[src/rtl/bpu_ctrl_hazard.sv]
// Control-hazard unit: direct-mapped BTB with saturating counters feeding the
// fetch stage, a shadow pipeline carrying each fetch's prediction to the
// resolve stage, mispredict/redirect/flush generation, table training and
// saturating statistics.
module bpu_ctrl_hazard #(
  parameter int ADDR_W    = 10,
  parameter int ENTRIES   = 16,
  parameter int CTR_W     = 2,
  parameter int RES_STAGE = 3,
  parameter int STAT_W    = 16
) (
  input  logic              CLK,
  input  logic              RESET,
  input  logic              f_valid,
  input  logic [ADDR_W-1:0] f_pc,
  input  logic              stall,
  output logic              p_taken,
  output logic [ADDR_W-1:0] p_target,
  input  logic              r_is_branch,
  input  logic              r_taken,
  input  logic [ADDR_W-1:0] r_target,
  output logic              mispredict,
  output logic [ADDR_W-1:0] redirect_pc,
  output logic              flush,
  output logic [STAT_W-1:0] branch_cnt,
  output logic [STAT_W-1:0] mispred_cnt
);

  localparam int IDX_W = $clog2(ENTRIES);
  localparam int TAG_W = ADDR_W - IDX_W;
  localparam int HEAD  = RES_STAGE - 1;

  // Weakly not-taken is the reset value; weakly taken is used on allocation.
  localparam logic [CTR_W-1:0] CTR_WNT = CTR_W'((1 << (CTR_W - 1)) - 1);
  localparam logic [CTR_W-1:0] CTR_WT  = CTR_W'(1 << (CTR_W - 1));
  localparam logic [CTR_W-1:0] CTR_MAX = '1;
  localparam logic [STAT_W-1:0] STAT_MAX = '1;

  // Branch target buffer, one row per index.
  logic              btb_v   [ENTRIES];
  logic [TAG_W-1:0]  btb_tag [ENTRIES];
  logic [CTR_W-1:0]  btb_ctr [ENTRIES];
  logic [ADDR_W-1:0] btb_tgt [ENTRIES];

  // Shadow pipeline; index HEAD is the instruction in the resolve stage.
  logic              sh_v    [RES_STAGE];
  logic [ADDR_W-1:0] sh_pc   [RES_STAGE];
  logic              sh_pt   [RES_STAGE];
  logic [ADDR_W-1:0] sh_ptgt [RES_STAGE];

  logic [IDX_W-1:0]  f_idx;
  logic [TAG_W-1:0]  f_tag;
  logic              f_hit;
  logic [IDX_W-1:0]  r_idx;
  logic [TAG_W-1:0]  r_tag;
  logic              r_hit;
  logic [ADDR_W-1:0] head_seq;
  logic [ADDR_W-1:0] actual_next;
  logic [ADDR_W-1:0] pred_next;

  assign f_idx = f_pc[IDX_W-1:0];
  assign f_tag = f_pc[ADDR_W-1:IDX_W];
  assign r_idx = sh_pc[HEAD][IDX_W-1:0];
  assign r_tag = sh_pc[HEAD][ADDR_W-1:IDX_W];
  assign r_hit = btb_v[r_idx] && (btb_tag[r_idx] == r_tag);

  // Fetch-side lookup reads the registered table, so a same-cycle update is not visible yet.
  always_comb begin
    f_hit    = btb_v[f_idx] && (btb_tag[f_idx] == f_tag);
    p_taken  = f_hit && btb_ctr[f_idx][CTR_W-1];
    p_target = p_taken ? btb_tgt[f_idx] : f_pc + ADDR_W'(1);
  end

  // Resolve: compare the real next address against what fetch assumed for the head.
  always_comb begin
    head_seq    = sh_pc[HEAD] + ADDR_W'(1);
    actual_next = (r_is_branch && r_taken) ? r_target : head_seq;
    pred_next   = sh_pt[HEAD] ? sh_ptgt[HEAD] : head_seq;
    mispredict  = sh_v[HEAD] && (actual_next != pred_next);
    flush       = mispredict;
    redirect_pc = mispredict ? actual_next : '0;
  end

  // Shadow pipeline advance: flush beats stall, stall holds sh0 and drops a bubble into sh1.
  always_ff @(posedge CLK or posedge RESET) begin
    if (RESET) begin
      for (int k = 0; k < RES_STAGE; k++) begin
        sh_v[k]    <= 1'b0;
        sh_pc[k]   <= '0;
        sh_pt[k]   <= 1'b0;
        sh_ptgt[k] <= '0;
      end
    end else if (mispredict) begin
      for (int k = 0; k < RES_STAGE; k++) begin
        sh_v[k] <= 1'b0;
      end
    end else begin
      if (!stall) begin
        sh_v[0]    <= f_valid;
        sh_pc[0]   <= f_pc;
        sh_pt[0]   <= p_taken;
        sh_ptgt[0] <= p_target;
      end
      for (int k = 1; k < RES_STAGE; k++) begin
        sh_v[k]    <= (stall && (k == 1)) ? 1'b0 : sh_v[k-1];
        sh_pc[k]   <= sh_pc[k-1];
        sh_pt[k]   <= sh_pt[k-1];
        sh_ptgt[k] <= sh_ptgt[k-1];
      end
    end
  end

  // Train the entry indexed by the resolving instruction's pc.
  always_ff @(posedge CLK or posedge RESET) begin
    if (RESET) begin
      for (int i = 0; i < ENTRIES; i++) begin
        btb_v[i]   <= 1'b0;
        btb_tag[i] <= '0;
        btb_ctr[i] <= CTR_WNT;
        btb_tgt[i] <= '0;
      end
    end else if (sh_v[HEAD]) begin
      if (r_is_branch && r_taken) begin
        btb_v[r_idx]   <= 1'b1;
        btb_tag[r_idx] <= r_tag;
        btb_tgt[r_idx] <= r_target;
        if (!r_hit) begin
          btb_ctr[r_idx] <= CTR_WT;
        end else if (btb_ctr[r_idx] != CTR_MAX) begin
          btb_ctr[r_idx] <= btb_ctr[r_idx] + CTR_W'(1);
        end
      end else if (r_is_branch) begin
        if (r_hit && (btb_ctr[r_idx] != '0)) begin
          btb_ctr[r_idx] <= btb_ctr[r_idx] - CTR_W'(1);
        end
      end else if (r_hit) begin
        btb_v[r_idx] <= 1'b0;
      end
    end
  end

  // Saturating statistics for resolved branches and mispredicts.
  always_ff @(posedge CLK or posedge RESET) begin
    if (RESET) begin
      branch_cnt  <= '0;
      mispred_cnt <= '0;
    end else if (sh_v[HEAD]) begin
      if (r_is_branch && (branch_cnt != STAT_MAX)) begin
        branch_cnt <= branch_cnt + STAT_W'(1);
      end
      if (mispredict && (mispred_cnt != STAT_MAX)) begin
        mispred_cnt <= mispred_cnt + STAT_W'(1);
      end
    end
  end

endmodule
[config.mk]
export PLATFORM = sky130hd
export DESIGN_NAME = bpu_ctrl_hazard
export DESIGN_NICKNAME = d
export VERILOG_FILES = /design/src/rtl/bpu_ctrl_hazard.sv
export SDC_FILE = /design/constraint.sdc
export NUM_CORES = 1
export LEC_CHECK = 0
export CAP_MARGIN = 10
export CORE_AREA = 2 2 218 220
export CTS_CLUSTER_DIAMETER = 60
export DETAILED_ROUTE_END_ITERATION = 12
export DIE_AREA = 0 0 220 222
export PLACE_DENSITY_LB_ADDON = 0.08
export SETUP_SLACK_MARGIN = 0.15
export SLEW_MARGIN = 20
export SYNTH_ARGS = -nofsm -noshare
export SYNTH_HDL_FRONTEND = slang
export SYNTH_SLANG_ARGS = --single-unit
[constraint.sdc]
create_clock -name CLK -period 14.9 [get_ports CLK]
set_clock_uncertainty 0.2 [all_clocks]
set_input_delay 2.235 -clock CLK [delete_from_list [all_inputs] [get_ports CLK]]
set_output_delay 2.235 -clock CLK [all_outputs]
set_load 0.05 [all_outputs]
==> results.py <==
metrics = {
    "cts": {
        "clk_transition_reported_paths_ps": 60,
        "clkLatencyLatePin_ps": 590,
        "cts.sinks": 402,
        "cts_tree": "yes",
        "cts_setup_buffers": 0,
        "cts_max_path_buffers": 3,
        "post_cts_resized": 0,
        "cts-buffers-inserted": 47,
        "clockRootBuffer": "clkbuf_16",
        "cts_max_level": 2,
        "ctsHoldBuffers": 0,
    },
    "timing": {
        "hold_violations": 0,
        "max_freq_mhz": 106,
        "setup_viol": 0,
        "slew_violations": 0,
        "final.setup.tns_ps": 0,
        "layout_setup_ws_ps": 5480,
        "maxSlewHeadroom_pct": 34.8,
        "fin_crit_sh_pct": 63.2,
        "whs_ps": 266,
        "finalCriticalPeriod_ps": 9420,
        "rsz0062_at_grt": "no",
        "worstMarginPinSlew_ps": 978,
    },
    "detailed_routing": {
        "antenna_left": 0,
        "drt_iter0_drc": 1070,
        "via_per_inst": 5.92,
        "firstDrtPassIters": 5,
        "dr_total_vias": 12900,
        "totalWireLength_um": 56800,
        "wl_per_cell_um": 26.0,
        "drc_errors": 0,
    },
    "logic_synthesis": {
        "syn_inst": 1503,
        "ys_seq_elements": 402,
        "netlist_area_um2": 20700,
        "synth_area_leaders": "dfrtp_1, mux2_2, mux4_2, mux2i_1, xnor2_1",
        "synth_edf_count": 0,
        "ys_seq_area_share_pct": 48.6,
        "ys_warn_count": 0,
        "syn_nets": 1538,
        "synthFlopType": "dfrtp_1",
        "synth_top_area_cell": "dfrtp_1",
        "postSynthAreaPerCell_um2": 13.8,
        "synthArstFlopShare_pct": 100,
        "yosys.area.top_type_share_pct": 46.6,
        "ys_types": 77,
    },
    "pwr": {
        "p_per_area_nw_per_um2": 173,
        "leakagePower_nw": 10.7,
        "finalPower_mw": 4.06,
        "vdd_drop_max_mv": 0.0885,
    },
    "grt": {
        "top_usage_layer": "met2",
        "gr-usage-met1_pct": 34.3,
        "use_met2_pct": 36.8,
        "grt_first_pass_wirelength_um": 86800,
        "grt_use_total_pct": 23.9,
        "gr-total-overflow": 0,
        "grtUsageMet3_pct": 4.02,
        "grt_max_degree": 97,
        "grt_pass1_vias": 13200,
        "grt_antenna_before_repair": 0,
    },
    "critical_path": {
        "worstRegToRegCells": 12,
        "cp.required_ps": 12470,
        "reg2reg_from": "r_idx[0]",
        "critPathCaptureType": "primary output",
        "rrSetupSlack_ps": 9960,
        "critPathKind": "input pin to primary output",
        "worstReg2RegEnd": "sh_ptgt[28]",
        "worstPathArrival_ps": 6980,
        "crit_fanout": 52,
        "startpoint_type": "input pin",
    },
    "die": {
        "die_area_um2": 48800,
        "io_pins": 81,
        "die_x_um": 220,
        "start_util_pct": 44.8,
        "num_rows": 79,
        "core_um2": 46300,
        "die-height_um": 222,
    },
    "place": {
        "routabilityCongestion": 0.855,
        "dpl_cell_area_um2": 21900,
        "portBuffers": 80,
        "pre_cts_ws_ps": 5400,
        "dpl.hpwl_um": 35200,
        "placed_cells": 2098,
    },
    "min_path": {
        "hp-class": "flop to flop",
        "hp-start": "btb_ctr[12]",
        "hold-path-endpoint": "btb_ctr[12]",
        "hold_depth": 2,
    },
    "cells_and_area": {
        "postLayoutCellArea_um2": 23400,
        "fin_util_pct": 50.6,
        "syn2layout_area_growth_pct": 13.0,
        "fin_cells": 2183,
        "drive_gt1_share_pct": 38.2,
        "n_antenna_cell": 0,
        "final_nets": 1575,
    },
    "outcome": {
        "status": "finished clean",
    },
    "flow_run": {
        "drv_cap": 0,
    },
}
layout by cell type (no fill, tap or decap), types with 26 or more instances in the layout:
cell	count
inv_1	26
xnor2_1	53
nand2_1	71
nor2_1	26
nand3_1	53
mux4_2	101
clkbuf_16	47
clkdlybuf4s50_1	77
mux2_2	340
buf_4	38
mux2i_1	54
dfrtp_1	384
kinds of logic (layout without fill, tap and decap cells):
| family | count (synthesis) | count (layout) | synth area share, % |
|---|---|---|---|
| mux | 507 | 507 | 33.0 |
| flops | 402 | 402 | 48.6 |
| simple gates | 236 | 236 | 5.69 |
| buf+inv | 157 | 230 | 3.76 |
| compound gates | 121 | 121 | 5.22 |
| xor+xnor | 71 | 71 | 3.13 |
| fa+ha+maj | 9 | 9 | 0.543 |
cell type report:
type                            instances  area (um2)
Fill cell                            4050       22800
Clock buffer                           75        1350
Inverter                               29         116
Timing Repair Buffer                  116        1060
Clock inverter                         10         150
Sequential cell                       402       10100
Tap cell                              607         759
Multi-Input combinational cell        944        9910
state kept, by name (all words and copies together), names as in the netlist, named ones only:
signal       cells
branch_cnt      16
btb_ctr         32
btb_tag         96
btb_tgt        160
mispred_cnt     16
r_idx            4
r_tag            6
sh_pc           20
sh_pt            3
sh_ptgt         30
sh_v             3
metal layers:
layer	part of all wire [%]	up-vias
met1	46	6822
met2	46	340
li1	-	5662
met5	0	-
met4	3.4	0
met3	5.1	98
power by group:
part,leakage (nW),switching [mW],internal (mW),total [mW]
registers,5.34,0.252,1.42,1.67
clock network,0.727,0.462,0.673,1.14
logic,4.59,0.633,0.623,1.26
worst max-delay path, stage by stage:
cell and delay [ps]:
buf_4 490, buf_4 830, mux4_2 600, mux2i_1 190, xnor2_1 90, nor4_1 410
o211ai_1 220, a2111oi_4 340, buf_4 350, mux2_2 420, clkdlybuf4s50_1 710
worst max-delay path by stage:
stage	depth (start not counted)	end	start	slack (ps)
final	11	p_target[9]	f_pc[0]	5480
after detailed placement	11	p_target[9]	f_pc[0]	5400
after floorplan	1	asynchronous set/reset pin	RESET	1310
after global routing	11	p_target[0]	f_pc[0]	5230
after global placement	11	p_target[9]	f_pc[0]	5420
after CTS	11	p_target[9]	f_pc[0]	5380
synthesized netlist by cell type, types with 25 or more instances:
master    instances
dfrtp_1         386
xnor2_1          53
buf_2            25
nor2_1           31
clkbuf_1         68
mux2i_1          54
mux4_2          101
inv_1            27
nand3_1          56
mux2_2          340
nand2_1          71
Power figures use the tool's default switching activity.
